**src/rtl/calc_pkg.sv**
```systemverilog
// rtl/calc_pkg.sv - shared states, modes, op codes and operand clamp for calc_controller
package calc_pkg;

  localparam int OPERAND_MAX = 99;
  localparam int OPERAND_W   = 7;
  localparam int RESULT_W    = 14;

  typedef enum logic [2:0] {
    ST_OFF,
    ST_IDLE,
    ST_ISSUE,
    ST_WAIT,
    ST_SHOW
  } state_t;

  typedef enum logic [1:0] {
    MODE_NONE,
    MODE_ADD,
    MODE_SUB,
    MODE_MUL
  } mode_t;

  localparam logic [1:0] OPC_ADD = 2'b00;
  localparam logic [1:0] OPC_SUB = 2'b01;
  localparam logic [1:0] OPC_MUL = 2'b10;

  // Operands above the displayable two-digit range saturate at OPERAND_MAX.
  function automatic logic [OPERAND_W-1:0] clamp_operand(input logic [OPERAND_W-1:0] v);
    return (v > OPERAND_W'(OPERAND_MAX)) ? OPERAND_W'(OPERAND_MAX) : v;
  endfunction

  // NONE never reaches the datapath; it maps to add so 2'b11 is never produced.
  function automatic logic [1:0] mode_to_code(input mode_t m);
    case (m)
      MODE_SUB: return OPC_SUB;
      MODE_MUL: return OPC_MUL;
      default:  return OPC_ADD;
    endcase
  endfunction

endpackage

```
**src/rtl/calc_debounce.sv**
```systemverilog
// rtl/calc_debounce.sv - synchronizer plus debounce for one active-low button, pulses on release
module calc_debounce #(
  parameter int DEBOUNCE_CYCLES = 4
) (
  input  logic clk,
  input  logic rst_n,
  input  logic btn_n,
  output logic release_event
);

  localparam int CNT_W = $clog2(DEBOUNCE_CYCLES + 1);

  logic             sync_q1;
  logic             sync_q2;
  logic             level_q;
  logic [CNT_W-1:0] cnt_q;

  // Two-flop synchronizer; idle level is 1 (button released).
  always_ff @(posedge clk or negedge rst_n) begin
    if (!rst_n) begin
      sync_q1 <= 1'b1;
      sync_q2 <= 1'b1;
    end else begin
      sync_q1 <= btn_n;
      sync_q2 <= sync_q1;
    end
  end

  // Accept a new level after DEBOUNCE_CYCLES consecutive differing samples; pulse on 0->1.
  always_ff @(posedge clk or negedge rst_n) begin
    if (!rst_n) begin
      level_q       <= 1'b1;
      cnt_q         <= '0;
      release_event <= 1'b0;
    end else begin
      release_event <= 1'b0;
      if (sync_q2 == level_q) begin
        cnt_q <= '0;
      end else if (cnt_q == CNT_W'(DEBOUNCE_CYCLES - 1)) begin
        level_q       <= sync_q2;
        cnt_q         <= '0;
        release_event <= sync_q2;
      end else begin
        cnt_q <= cnt_q + CNT_W'(1);
      end
    end
  end

endmodule

```
**src/rtl/calc_controller.sv**
```systemverilog
// rtl/calc_controller.sv - calculator sequencer; optional WAIT timeout under CALC_TIMEOUT_EN
module calc_controller
  import calc_pkg::*;
#(
  parameter int DEBOUNCE_CYCLES = 4,
  parameter int TIMEOUT_CYCLES  = 16
) (
  input  logic                 clk,
  input  logic                 rst_n,
  input  logic                 b_lig,
  input  logic                 b_soma,
  input  logic                 b_sub,
  input  logic                 b_multi,
  input  logic [OPERAND_W-1:0] a_in,
  input  logic [OPERAND_W-1:0] b_in,
  output logic                 op_start,
  output logic [1:0]           op_code,
  output logic [OPERAND_W-1:0] op_a,
  output logic [OPERAND_W-1:0] op_b,
  input  logic                 op_done,
  input  logic [RESULT_W-1:0]  op_result,
  input  logic                 op_neg,
  output logic [RESULT_W-1:0]  y,
  output logic                 sinal,
  output logic                 en,
  output logic                 busy,
  output logic                 err
);

  logic ev_lig, ev_soma, ev_sub, ev_multi;

  calc_debounce #(.DEBOUNCE_CYCLES(DEBOUNCE_CYCLES)) u_db_lig   (.clk(clk), .rst_n(rst_n), .btn_n(b_lig),   .release_event(ev_lig));
  calc_debounce #(.DEBOUNCE_CYCLES(DEBOUNCE_CYCLES)) u_db_soma  (.clk(clk), .rst_n(rst_n), .btn_n(b_soma),  .release_event(ev_soma));
  calc_debounce #(.DEBOUNCE_CYCLES(DEBOUNCE_CYCLES)) u_db_sub   (.clk(clk), .rst_n(rst_n), .btn_n(b_sub),   .release_event(ev_sub));
  calc_debounce #(.DEBOUNCE_CYCLES(DEBOUNCE_CYCLES)) u_db_multi (.clk(clk), .rst_n(rst_n), .btn_n(b_multi), .release_event(ev_multi));

  logic                 lig_evt;
  logic                 op_evt;
  mode_t                evt_mode;
  logic [OPERAND_W-1:0] a_clamped;
  logic [OPERAND_W-1:0] b_clamped;

  state_t               state_q, state_d;
  mode_t                mode_q, mode_d;
  logic                 pend_valid_q, pend_valid_d;
  mode_t                pend_mode_q, pend_mode_d;
  logic [RESULT_W-1:0]  y_q, y_d;
  logic                 sinal_q, sinal_d;
  logic                 en_q, en_d;
  logic [1:0]           op_code_q, op_code_d;
  logic [OPERAND_W-1:0] op_a_q, op_a_d;
  logic [OPERAND_W-1:0] op_b_q, op_b_d;
  logic                 issue;
  logic                 go_off;
  mode_t                issue_mode;

`ifdef CALC_TIMEOUT_EN
  localparam int TMO_W = $clog2(TIMEOUT_CYCLES + 1);
  logic [TMO_W-1:0] tmo_q, tmo_d;
  logic             err_q, err_d;
`endif

  assign a_clamped = clamp_operand(a_in);
  assign b_clamped = clamp_operand(b_in);

  // Fixed-priority resolve: lig beats all op buttons; only the highest op event survives.
  always_comb begin
    lig_evt  = ev_lig;
    op_evt   = 1'b0;
    evt_mode = MODE_NONE;
    if (!ev_lig) begin
      if (ev_soma) begin
        op_evt   = 1'b1;
        evt_mode = MODE_ADD;
      end else if (ev_sub) begin
        op_evt   = 1'b1;
        evt_mode = MODE_SUB;
      end else if (ev_multi) begin
        op_evt   = 1'b1;
        evt_mode = MODE_MUL;
      end
    end
  end

  // Next-state and next-output logic; issue/go_off apply the shared side effects at the end.
  always_comb begin
    state_d      = state_q;
    mode_d       = mode_q;
    pend_valid_d = pend_valid_q;
    pend_mode_d  = pend_mode_q;
    y_d          = y_q;
    sinal_d      = sinal_q;
    en_d         = en_q;
    op_code_d    = op_code_q;
    op_a_d       = op_a_q;
    op_b_d       = op_b_q;
    issue        = 1'b0;
    go_off       = 1'b0;
    issue_mode   = mode_q;
`ifdef CALC_TIMEOUT_EN
    tmo_d        = tmo_q;
    err_d        = err_q;
`endif
    case (state_q)
      ST_OFF: begin
        if (lig_evt) begin
          state_d = ST_IDLE;
          en_d    = 1'b1;
          y_d     = '0;
          sinal_d = 1'b0;
        end
      end
      ST_IDLE: begin
        if (lig_evt) begin
          go_off = 1'b1;
        end else if (op_evt) begin
          issue      = 1'b1;
          issue_mode = evt_mode;
        end
      end
      ST_ISSUE: begin
        state_d = ST_WAIT;
        if (op_evt) begin
          pend_valid_d = 1'b1;
          pend_mode_d  = evt_mode;
        end
      end
      ST_WAIT: begin
        if (lig_evt) begin
          go_off = 1'b1;
        end else begin
          if (op_evt) begin
            pend_valid_d = 1'b1;
            pend_mode_d  = evt_mode;
          end
          if (op_done) begin
            y_d     = op_result;
            sinal_d = op_neg && (op_code_q == OPC_SUB);
            state_d = ST_SHOW;
          end
`ifdef CALC_TIMEOUT_EN
          else if (tmo_q == TMO_W'(TIMEOUT_CYCLES - 1)) begin
            err_d   = 1'b1;
            y_d     = '0;
            sinal_d = 1'b0;
            state_d = ST_SHOW;
          end else begin
            tmo_d = tmo_q + TMO_W'(1);
          end
`endif
        end
      end
      ST_SHOW: begin
        if (lig_evt) begin
          go_off = 1'b1;
        end else if (pend_valid_q) begin
          issue      = 1'b1;
          issue_mode = pend_mode_q;
        end else if (op_evt) begin
          issue      = 1'b1;
          issue_mode = evt_mode;
        end else if ((a_clamped != op_a_q) || (b_clamped != op_b_q)) begin
          issue = 1'b1;
        end
      end
      default: state_d = ST_OFF;
    endcase

    if (issue) begin
      state_d      = ST_ISSUE;
      mode_d       = issue_mode;
      op_code_d    = mode_to_code(issue_mode);
      op_a_d       = a_clamped;
      op_b_d       = b_clamped;
      pend_valid_d = 1'b0;
`ifdef CALC_TIMEOUT_EN
      tmo_d        = '0;
`endif
    end

    if (go_off) begin
      state_d      = ST_OFF;
      en_d         = 1'b0;
      y_d          = '0;
      sinal_d      = 1'b0;
      pend_valid_d = 1'b0;
`ifdef CALC_TIMEOUT_EN
      err_d        = 1'b0;
`endif
    end
  end

  // State and held-output registers.
  always_ff @(posedge clk or negedge rst_n) begin
    if (!rst_n) begin
      state_q      <= ST_OFF;
      mode_q       <= MODE_NONE;
      pend_valid_q <= 1'b0;
      pend_mode_q  <= MODE_NONE;
      y_q          <= '0;
      sinal_q      <= 1'b0;
      en_q         <= 1'b0;
      op_code_q    <= OPC_ADD;
      op_a_q       <= '0;
      op_b_q       <= '0;
    end else begin
      state_q      <= state_d;
      mode_q       <= mode_d;
      pend_valid_q <= pend_valid_d;
      pend_mode_q  <= pend_mode_d;
      y_q          <= y_d;
      sinal_q      <= sinal_d;
      en_q         <= en_d;
      op_code_q    <= op_code_d;
      op_a_q       <= op_a_d;
      op_b_q       <= op_b_d;
    end
  end

`ifdef CALC_TIMEOUT_EN
  // Timeout counter and sticky error flag.
  always_ff @(posedge clk or negedge rst_n) begin
    if (!rst_n) begin
      tmo_q <= '0;
      err_q <= 1'b0;
    end else begin
      tmo_q <= tmo_d;
      err_q <= err_d;
    end
  end
  assign err = err_q;
`else
  assign err = 1'b0;
`endif

  assign op_start = (state_q == ST_ISSUE);
  assign busy     = (state_q == ST_ISSUE) || (state_q == ST_WAIT);
  assign op_code  = op_code_q;
  assign op_a     = op_a_q;
  assign op_b     = op_b_q;
  assign y        = y_q;
  assign sinal    = sinal_q;
  assign en       = en_q;

endmodule

```
**config.mk**
```make
export PLATFORM = sky130hd
export DESIGN_NAME = calc_controller
export DESIGN_NICKNAME = d
export VERILOG_FILES = /design/src/rtl/calc_pkg.sv /design/src/rtl/calc_debounce.sv /design/src/rtl/calc_controller.sv
export SDC_FILE = /design/constraint.sdc
export NUM_CORES = 1
export LEC_CHECK = 0
export BUFFER_PORTS_ARGS = -buffer_cell sky130_fd_sc_hd__buf_4
export CAP_MARGIN = 20
export CORE_AREA = 2 2 88 90
export DETAILED_ROUTE_END_ITERATION = 10
export DIE_AREA = 0 0 90 92
export PLACE_DENSITY = 0.63
export SKIP_CTS_REPAIR_TIMING = 1
export SLEW_MARGIN = 40
export SYNTH_ARGS = -nofsm -noshare
export SYNTH_HDL_FRONTEND = slang
export SYNTH_HIERARCHICAL = 1
export SYNTH_SLANG_ARGS = --single-unit
```
**constraint.sdc**
```tcl
create_clock -name clk -period 4.6 [get_ports clk]
set_input_delay 0.46 -clock clk [delete_from_list [all_inputs] [get_ports clk]]
set_output_delay 0.46 -clock clk [all_outputs]
set_load 0.03 [all_outputs]
```
* Yosys cells after proc, flatten, opt, wreduce, memory -nomap -nowiden
Cells that the tools add are included.
Operators by class: $add $sub $neg 4, multipliers 0, div/mod/pow operators 0, order comparisons 2, eq/ne operators 25, shift-type cells 0, mux-type cells 68, bitwise operators 4, reduce and logical (&&, ||, !) cells 20
Operator list (count):
- $mux W14 | 4
- $mux W3 | 13
- $mux W1 | 31
- $pmux W14 S2 | 1
- $mux W2 | 10
- $eq A3 B2 Y1 const B | 6
- $gt A7 B7 Y1 const B | 2
- $mux W7 | 2
- $ne A7 B7 Y1 | 2
- $reduce_and A2 Y1 | 7
- $add A3 B1 Y3 const B | 4
- $pmux W2 S2 | 3
- $pmux W3 S4 | 1
- $ne A4 B4 Y1 const B | 2
- $reduce_and A4 Y1 | 2
- $ne A3 B3 Y1 const B | 2
- $pmux W1 S2 | 3
- $reduce_bool A2 Y1 | 3
- $eq A1 B1 Y1 | 4
- $eq A2 B2 Y1 const B | 2
- $ne A4 B3 Y1 const B | 1
- $not A1 Y1 | 4
- $reduce_bool A4 Y1 | 1
- $eq A3 B1 Y1 const B | 1
- other kinds (11) | 12
Storage, ports and cells: register bits 68, latch bits 0, bits in writable memories 0, ROM bits 0, input port bits 36, logic and storage cells 153, memories kept 0

* Logic depth before layout (Yosys ltp)
Gate-level depths: netlist of run 1.
depth in word-level cells 11, gate-level depth with buffers 8, mapped depth without buffers 7

* Cells and area by module
The synthesis of run 1 kept the hierarchy.
Modules (own cells, without submodules):
- calc_controller | times used 1, cells an instance 225, area each 2143.3 µm², seq. area each 1001.0 µm²
- calc_debounce at u_db_multi ... | times used 3, cells an instance 15, area each 260.2 µm², seq. area each 178.9 µm²
- calc_debounce at u_db_lig | times used 1, cells an instance 15, area each 267.8 µm², seq. area each 178.9 µm²

* Worst setup path before layout of run 1
No wires, ideal clock.
path kind input to register, start point in a_in[3], end point reg op_b_q[3] (netlist: op_b[3]), setup time 0.125 ns, data arrival time 2.080 ns, data required time 4.475 ns, path slack 2.394 ns, stages on the path 8, buffers on the path 1, path through o311a_1 nor2_2 and3_1 o2111ai_1 o211a_4 nor2_8 buf_12 mux2_4
On the way: longest elaborated chain between the ends 9
RTL lines:
- from (decl) | RTL line calc_controller.sv:14 | input logic [OPERAND_W-1:0] a_in,
- $gt A7 B7 Y1 | RTL line calc_pkg.sv:29 | return (v > OPERAND_W'(OPERAND_MAX)) ? OPERAND_W'(OPERAND_MAX) : v;
- $mux W7 (*) | RTL line calc_pkg.sv:29
- $ne A7 B7 Y1 (*) | RTL line calc_controller.sv:162 | end else if ((a_clamped != op_a_q) || (b_clamped != op_b_q)) begin
- $logic_or A1 B1 Y1 (*) | RTL line calc_controller.sv:162
- $mux W1 (*) | RTL line calc_controller.sv:162
- $mux W1 (*) | RTL line calc_controller.sv:159 | end else if (op_evt) begin
- $mux W1 (*) | RTL line calc_controller.sv:156 | end else if (pend_valid_q) begin
- $mux W1 (*) | RTL line calc_controller.sv:154 | if (lig_evt) begin
- $pmux W1 S2 (*) | RTL line calc_controller.sv:104 | case (state_q)
- to (signal assigned) | RTL line calc_controller.sv:216 | op_b_q <= op_b_d;
- to (decl) | RTL line calc_controller.sv:52 | logic [OPERAND_W-1:0] op_b_q, op_b_d;
Mark *: on every way between the ends. The rest lies on a longest branch, timed or not. A chain may end at the register's enable or synchronous reset.

* Final worst setup path of run 1
start point reg u_db_sub.release_event, end point reg op_a_q[5] (netlist: op_a[5])
On the way: longest elaborated chain between the ends 7, elaborated cells between the ends (all ways) 9, classes of those cells mux (9)
RTL lines:
- from (decl) | RTL line calc_debounce.sv:8 | output logic release_event
- from (signal assigned) | RTL line calc_debounce.sv:42 | release_event <= sync_q2;
- $mux W1 (*) | RTL line calc_controller.sv:75 | end else if (ev_sub) begin
- $mux W1 (*) | RTL line calc_controller.sv:72 | if (ev_soma) begin
- $mux W1 (*) | RTL line calc_controller.sv:71 | if (!ev_lig) begin
- $mux W1 | RTL line calc_controller.sv:159
- $mux W1 | RTL line calc_controller.sv:156
- $mux W1 | RTL line calc_controller.sv:154
- $pmux W1 S2 (*) | RTL line calc_controller.sv:104
- to (signal assigned) | RTL line calc_controller.sv:215 | op_a_q <= op_a_d;
- to (decl) | RTL line calc_controller.sv:51 | logic [OPERAND_W-1:0] op_a_q, op_a_d;
Marks and branches as above.

==> results by stage, run 1 <==
Outcome:
- The run finished with clean final reports.

Synth:
- The share of synthesized area spent on multiplexers is 0.0749.
- For this run, the number of Yosys warnings is 6.
- The adder-cell share of the synthesized area is 0.0157.
- After synthesis the netlist holds a flip-flop and latch count of 68.
- Counting flops with an async set or reset pin after synthesis yields a share of 1.00.
- In this run the cell area of the synthesized design comes to between 3000 and 4000 sq um.
- The dominant combinational cell family by area after synthesis is simple AND/OR/NAND/NOR gates.
- The simple logic cell fraction of the synthesized area is 0.215.
- The average footprint of a synthesized cell is 11.2 sq um.
- Of the synthesized area, sequential elements account for 0.538.
- In this run, synthesis inferred 0 flip-flops with an integrated enable.
- The post-synthesis cell type count is 55.
- The synthesized-area fraction occupied by xor and xnor cells is 0.0412.
- For this run, the leading register cell type out of synthesis is dfrtp_1.
- Counting every net in the synthesized netlist gives between 300 and 400.
- The compound-gate portion of the synthesized area is 0.0823.
- The number of standard cells after synthesis is 285.

Worst setup path:
- The critical path contains buffers and inverters numbering 0 combined.
- The largest individual stage delay along the critical path comes from the cell dfrtp_1.
- The gate family responsible for the most delay along the worst path is simple AND/OR/NAND/NOR gates.
- Traced cell by cell, the critical path runs through nor3_2 -> o2111ai_1 -> nor4_1 -> o2111ai_1 -> o211a_4 -> nor2_8 -> mux2_2.
- The largest fanout of any net on the critical path is 17.
- On the worst path, the slowest cell contributes a delay of 0.42 ns.
- The data arrival at the endpoint of the critical path is 2.65 ns.
- The minimum setup slack among reg-to-reg paths is 2.17 ns.
- The number of cell instances on the worst register-to-register path is 7.
- The instance count on the critical path is 7.
- The data required time at the worst endpoint is 4.81 ns.
- The cell that appears most often on the critical path is o2111ai_1.
- The type of the setup path with the least slack is register to register.
- The kind of start point of the critical path is a register.
- STA classifies the critical path endpoint as a register.

Timing:
- Adding up every negative setup slack in the final design gives 0 ns.
- The final period utilization is 0.529.
- Setup slack closes at 2.17 ns.
- The max-slew violation count came to 0.
- Setup repair after global routing left no endpoint under its margin.
- The final-report setup violation count is 0.
- The worst clock skew on the final layout is 0.0112 ns.
- The worst hold slack across all endpoints is 0.103 ns.
- At the pin with the least slew margin, the transition time is 0.834 ns.
- The worst max-slew margin expressed relative to the limit is 0.440.
- The hold violation count in the final report is 0.
- The time the final worst path needs with I/O delays and setup is 2.43 ns.
- The highest attainable clock frequency is 411 MHz.

Final layout:
- 0 antenna diodes ended up in the layout.
- The net total in the final layout is 395.
- The share of layout cells above drive strength 1 is 0.367.
- The growth of design area from synthesis to finish is 27.8%.

Clock tree:
- The total clock buffers created by CTS is 9.
- The clock drives 68 sinks.
- The H-tree generated during clock tree synthesis spans 3 levels.
- Clock-pin slew was measured on the worst setup and hold paths at roughly 0.070 ns.
- The number of buffers between clock root and the deepest sink is 2.
- The clock tree root driver cell is clkbuf_8.
- Clock latency on the worst-skew pair, taken at its later pin, is 0.33 ns.
- The clock tree from TritonCTS is yes.

Power:
- The analysis attributes to net switching a power of approximately 0.96 mW.
- Of the total power, registers draw 0.362.
- The highest ir drop seen on vdd is between 0.2 and 0.3 mV.
- The internal power component is between 1.5 and 2 mW.
- In this run the static leakage power is 2.01 nW.
- The share of total power dissipated in the clock network is 0.265.
- For this design the ratio of total power to cell area is 658 nW/um^2.
- The share of total power dissipated in combinational logic is 0.373.
- The share of total power consumed by net switching is 0.358.

Global route:
- The largest net degree at the start of global routing is 69.
- The global-route wire length before repair is 10.8 mm.
- In the global route stage, overall resource usage came out at 0.160.
- The global route total overflow is 0.
- The initial antenna violation count is 0.
- The number of global-route vias before repair is approximately 2300.

Floorplan:
- The floorplan die area is 8280 sq um.
- The top-level port count is 71.
- The number of rows in the core area is 32.
- The floorplan step set the die height to 92 microns.
- Measured along the x axis, the die boundary spans around 90 microns.
- The region available for standard cell placement spans 7450 sq um.
- For this configuration, the core starts out at a cell density of 0.429.

Detailed routing:
- The number of vias after detailed routing is 2298.
- After detailed routing, the average wire length per cell comes to 13.7 microns.
- In the routed design, unresolved DRC markers number 0.
- For this block, the initial DRC count from the detailed router was roughly 70.
- Once detail routing completed, the nets flagged for antenna violations numbered 0.
- The final layout contains routed wiring with a total length of between 6 and 7 mm.
- The first-pass iteration count of the detailed router is 6.
- In the routed layout, each cell is associated on average with a via count of approximately 5.

Flow run:
- The tool flagged a number of max-cap violations equal to 0.

Placed design:
- The HPWL reported at the end of detailed placement is ~4.4 mm.
- The count of buffers added on input and output ports is 69.
- Prior to clock tree synthesis, the placed netlist has a worst setup slack of 1.99 ns.
- Routability-driven placement finished with a final weighted congestion of 0.771.

Hold path:
- The class of the tightest hold or removal check is input pin to async pin.
sequential cells by signal (all words and copies together), names as in the netlist, 2 cells and up:
| register | flops |
|---|---|
| state_q | 3 |
| op_a | 7 |
| u_db_soma/cnt_q | 3 |
| pend_mode_q | 2 |
| y | 14 |
| u_db_lig/cnt_q | 3 |
| u_db_sub/cnt_q | 3 |
| op_b | 7 |
| u_db_multi/cnt_q | 3 |
| mode_q | 2 |
| op_code | 2 |
synthesized netlist by cell type (3+ instances only):
cell,instances,area (sq um)
buf_2,3,15.0
dfrtp_1,56,1400
ha_1,4,50.1
a21oi_1,7,35.0
xnor2_1,12,105
nor2_1,15,56.3
nor3b_1,3,22.5
mux2_2,11,124
xor2_1,3,26.3
and3b_2,4,40.0
mux2i_1,7,70.1
nor2b_1,5,31.3
and3_1,3,18.8
nand2_1,43,161
dfstp_2,12,315
inv_1,10,37.5
o21ai_0,4,20.0
nand3_1,15,75.1
clkbuf_1,6,22.5
nor3_1,7,35.0
nor3b_2,4,50.1
nor2b_4,4,55.1
mux2_4,3,45.0
cell type report:
type                    instances  area [sq um]
repair buffers                 70           529
multi-input cells             196          1370
inverters                      10          37.5
fillers                       698          3370
flip-flops and latches         68          1720
well taps                     102           128
clock inverters                 6           159
clock buffers                  10           138
path summary, 6_finish.rpt:
| check | endpoint | startpoint |
|---|---|---|
| max in group asynchronous | state_q[0]$_DFFE_PN0P_ | rst_n |
| max reg2reg | op_a[5]$_DFFE_PN0P_ | u_db_sub/release_event$_DFF_PN0_ |
| max | op_a[5]$_DFFE_PN0P_ | u_db_sub/release_event$_DFF_PN0_ |
| min reg2reg | u_db_multi/sync_q2$_DFF_PN1_ | u_db_multi/sync_q1$_DFF_PN1_ |
| min | op_a[1]$_DFFE_PN0P_ | rst_n |
| min in group clk | u_db_sub/sync_q1$_DFF_PN1_ | b_sub |
power groups by stage:
stage	clock network (mW)	logic, mW	registers [mW]
2_1_floorplan	0	0.525	1.13
3_3_place_gp	0	0.994	0.972
3_5_place_dp	0	1.01	0.979
4_1_cts	0.727	1.01	0.972
5_1_grt	0.752	1.09	1.00
6_report	0.712	1.00	0.970
logic make-up (layout without fill, tap and decap cells):
logic type | after synthesis | after routing
muxes | 21 | 21
DFF | 68 | 68
adders and majority gates | 4 | 4
AOI/OAI and AO/OA | 35 | 35
other | 1 | 1
and+or+nand+nor | 120 | 120
xor gates and xnor gates | 15 | 15
buffers and inverters | 21 | 96
routing by layer:
| layer | routed length [microns] | up-vias | GRT usage |
|---|---|---|---|
| met5 | 0 | - | 0 |
| met2 | 3170 | 36 | 0.262 |
| li1 | - | 1132 | - |
| met4 | 51 | 0 | 0.0667 |
| met1 | 2930 | 1126 | 0.210 |
| met3 | 179 | 4 | 0.0312 |
placed cells by master (no fill, tap or decap), drive strengths merged, types with 9 or more instances in the layout:
cell type / Yosys / routed
nand3: 15 / 15
xnor2: 12 / 12
dfstp: 12 / 12
nor2: 17 / 17
nor2b: 9 / 9
clkbuf: 6 / 10
dfrtp: 56 / 56
nor3: 9 / 9
nand2: 43 / 43
mux2: 14 / 14
buf: 5 / 70
inv: 10 / 10
per-stage QoR:
step	power, mW	area [sq um]	util	instances
after CTS	2.71	4080	0.548	462
after global routing	2.84	4080	0.548	462
after floorplan	1.66	3190	-	285
after global placement	1.97	3780	0.508	446
after detailed placement	1.99	3780	0.508	446
final	2.68	4080	0.548	462
(Power assumes the default switching activity.)
==> run 2: changes to the inputs <==
clock period = 2.3 ns   (was 4.6 ns; I/O delays follow)
==> run 2 against run 1 <==
Compared with the run above: power is 88% higher; critical path depth unchanged; critical endpoint is now op_b[2]$_DFFE_PN0P_; register-to-register slack got worse by 2.2 ns; die area unchanged; via count rose by 4.9%.
==> results by stage, run 2 (synthesis gave the netlist of run 1 again) <==
Detailed routing:
- The post-detailed-route count of antenna-violating nets came to 0 (unchanged).
- The first-pass iteration count of the detailed router is 4 (was 6).
- The count of routing violations after the opening detailed-route iteration is 43 (was 68).
- The detailed-route vias per instance is 5.08 (was 4.97).
- The remaining design rule violation count was 0 (unchanged).
- The routed wire length per instance is 13.7 microns (about the same).
- The total wire length is 6.49 mm (was 6.33 mm).
- The number of vias after detailed routing is 2411 (was 2298).

Timing:
- The worst max-slew margin expressed relative to the limit is 0.590 (was 0.440).
- The final-report setup violation count was 0 (unchanged).
- The final period utilization is 0.999 (was 0.529).
- Unrepaired setup endpoints after global routing: true (was false).
- The highest attainable clock frequency came to 435 MHz (was 411 MHz).
- The worst clock skew on the final layout came to 0.00691 ns (was 0.0112 ns).
- The max-slew violation count is 0 (unchanged).
- The hold violation count in the final report is 0 (unchanged).
- The setup TNS is 0 ns (unchanged).
- The time the final worst path needs with I/O delays and setup is 2.30 ns (was 2.43 ns).
- The pin slew with the least headroom to its limit is 0.614 ns (was 0.834 ns).

Power:
- The highest ir drop seen on vdd is 0.437 mV (was 0.274 mV).
- The cell area power density came to 1220 nW/um^2 (was 658 nW/um^2).
- The total leakage power is 2.06 nW (was 2.01 nW).
- The total chip power is 5.06 mW (was 2.68 mW).

Flow run:
- The number of maximum-capacitance constraint violations came to 0 (unchanged).

Final layout:
- Commonest cells after routing, fill and taps aside: buf_4 (76), dfrtp_1 (56), nand2_1 (43) (was buf_4 (69), dfrtp_1 (56), nand2_1 (43)).
- The number of flip-flops under the largest register name came to 14 (unchanged).
- The growth of design area from synthesis to finish is 29.5% (was 27.8%).
- The share of layout cells above drive strength 1 is 0.370 (was 0.367).
- The commonest non-fill, non-tap cell in the layout is buf_4 (unchanged).
- The number of antenna cells inserted is 0 (unchanged).
- The final design area excluding fillers was 4130 sq um (was 4080 sq um).
- The net total in the final layout is 409 (was 395).
- The count of fill cells added during filler insertion is 698 (unchanged).

Clock tree:
- The deepest level of the CTS H-tree is 3 (unchanged).
- The number of buffers between clock root and the deepest sink is 2 (unchanged).
- The worst-skew pair later-pin latency is 0.33 ns (about the same).
- The clock tree root driver cell is clkbuf_8 (unchanged).
- The clock-pin slew of the registers on the worst-case setup and hold paths is 0.07 ns (about the same).
- The clock tree from TritonCTS is yes (unchanged).
- The number of clock sinks is 68 (unchanged).
- The total clock buffers created by CTS is 9 (unchanged).

Floorplan:
- The initial core utilization is 0.429 (unchanged).
- The floorplan die area is 8280 sq um (unchanged).
- The x dimension of the die is 90 microns (unchanged).
- The top-level port count is 71 (unchanged).
- The total core area was 7450 sq um (unchanged).
- The number of rows in the core area was 32 (unchanged).
- The height of the die was 92 microns (unchanged).

Global route:
- The largest net degree at the start of global routing came to 69 (unchanged).
- The global-route wire length before repair came to 11.0 mm (was 10.8 mm).
- The global route total overflow is 0 (unchanged).
- The number of global-route vias before repair is 2366 (was 2272).
- The global router's overall resource usage came to 0.164 (was 0.160).
- The initial antenna violation count came to 0 (unchanged).

Placed design:
- The number of buffers added on ports was 69 (unchanged).
- The post-placement cell area is 3840 sq um (was 3780 sq um).
- The final weighted congestion in routability-driven placement was 0.764 (was 0.771).
- The HPWL reported at the end of detailed placement is 4.41 mm (was 4.37 mm).

Worst setup path:
- The data arrival at the endpoint of the critical path is 2.52 ns (was 2.65 ns).
- The kind of start point of the critical path is a register (unchanged).
- The data required time at the worst endpoint was 2.52 ns (was 4.81 ns).
- The largest fanout of any net on the critical path is 6 (was 17).
- The type of the setup path with the least slack is register to register (unchanged).
- The critical path endpoint category is a register (unchanged).

Hold path:
- The class of the tightest hold or removal check was input pin to register (was input pin to async pin).

Outcome:
- Run status: finished, final reports clean (unchanged).
==> run 2: path summary, 6_finish.rpt <==
path                                               end                               from  slack, ns  cells past startpoint
min reg2reg                u_db_soma/sync_q2$_DFF_PN1_        u_db_soma/sync_q1$_DFF_PN1_       0.36                      0
min                                   y[7]$_DFFE_PN0P_                       op_result[7]       0.12                      3
max reg2reg                        op_b[2]$_DFFE_PN0P_  u_db_soma/release_event$_DFF_PN0_      0.003                      7
max in group asynchronous            sinal$_DFFE_PN0P_                              rst_n       1.40                      2
min in group asynchronous          op_b[4]$_DFFE_PN0P_                              rst_n       0.45                      2
max                                op_b[2]$_DFFE_PN0P_  u_db_soma/release_event$_DFF_PN0_      0.003                      7
==> run 2: per-stage QoR <==
step / util / worst slack (ns) / cells / hold WS (ns)
after floorplan: - / 0.103 / 285 / -0.0656
after global placement: 0.515 / 0.0709 / 453 / 0.338
after detailed placement: 0.515 / -0.0398 / 453 / 0.269
after CTS: 0.542 / -0.0603 / 468 / -0.0963
after global routing: 0.555 / -0.0726 / 475 / 0.0959
final: 0.555 / 0.00304 / 475 / 0.116
==> run 2: layer usage <==
metal | routed length [microns] | part of all wire | GRT usage
met1 | 2870 | 0.44 | 0.204
met2 | 3270 | 0.50 | 0.273
met3 | 283 | 0.044 | 0.0493
met4 | 63 | 0.0097 | 0.0603
met5 | 0 | 0 | 0
==> run 2: report_power, final <==
group	leakage, nW	total, mW	internal (mW)	switching (mW)
Combinational	1.09	2.12	0.950	1.17
Clock	0.103	1.00	0.586	0.417
Sequential	0.859	1.93	1.60	0.329
Total	2.06	5.06	3.14	1.92
==> run 2: critical path, stage by stage (launching register included) <==
cell and delay (ns):
dfrtp_1 0.40, nor3_2 0.24, o2111ai_1 0.13, nor4_1 0.32, o2111ai_1 0.20, o211a_4 0.31
nor2_4 0.22, mux2_2 0.36
==> run 2: final cells by class <==
type                       instances  area [sq um]  area share
sequential                        68          1720       0.415
multi-input combinational        197          1410       0.340
timing repair buffer              83           643       0.156
clock buffer                      14           173      0.0418
tap                              102           128      0.0309
inverter                          10          37.5     0.00908
clock inverter                     1          30.0     0.00726
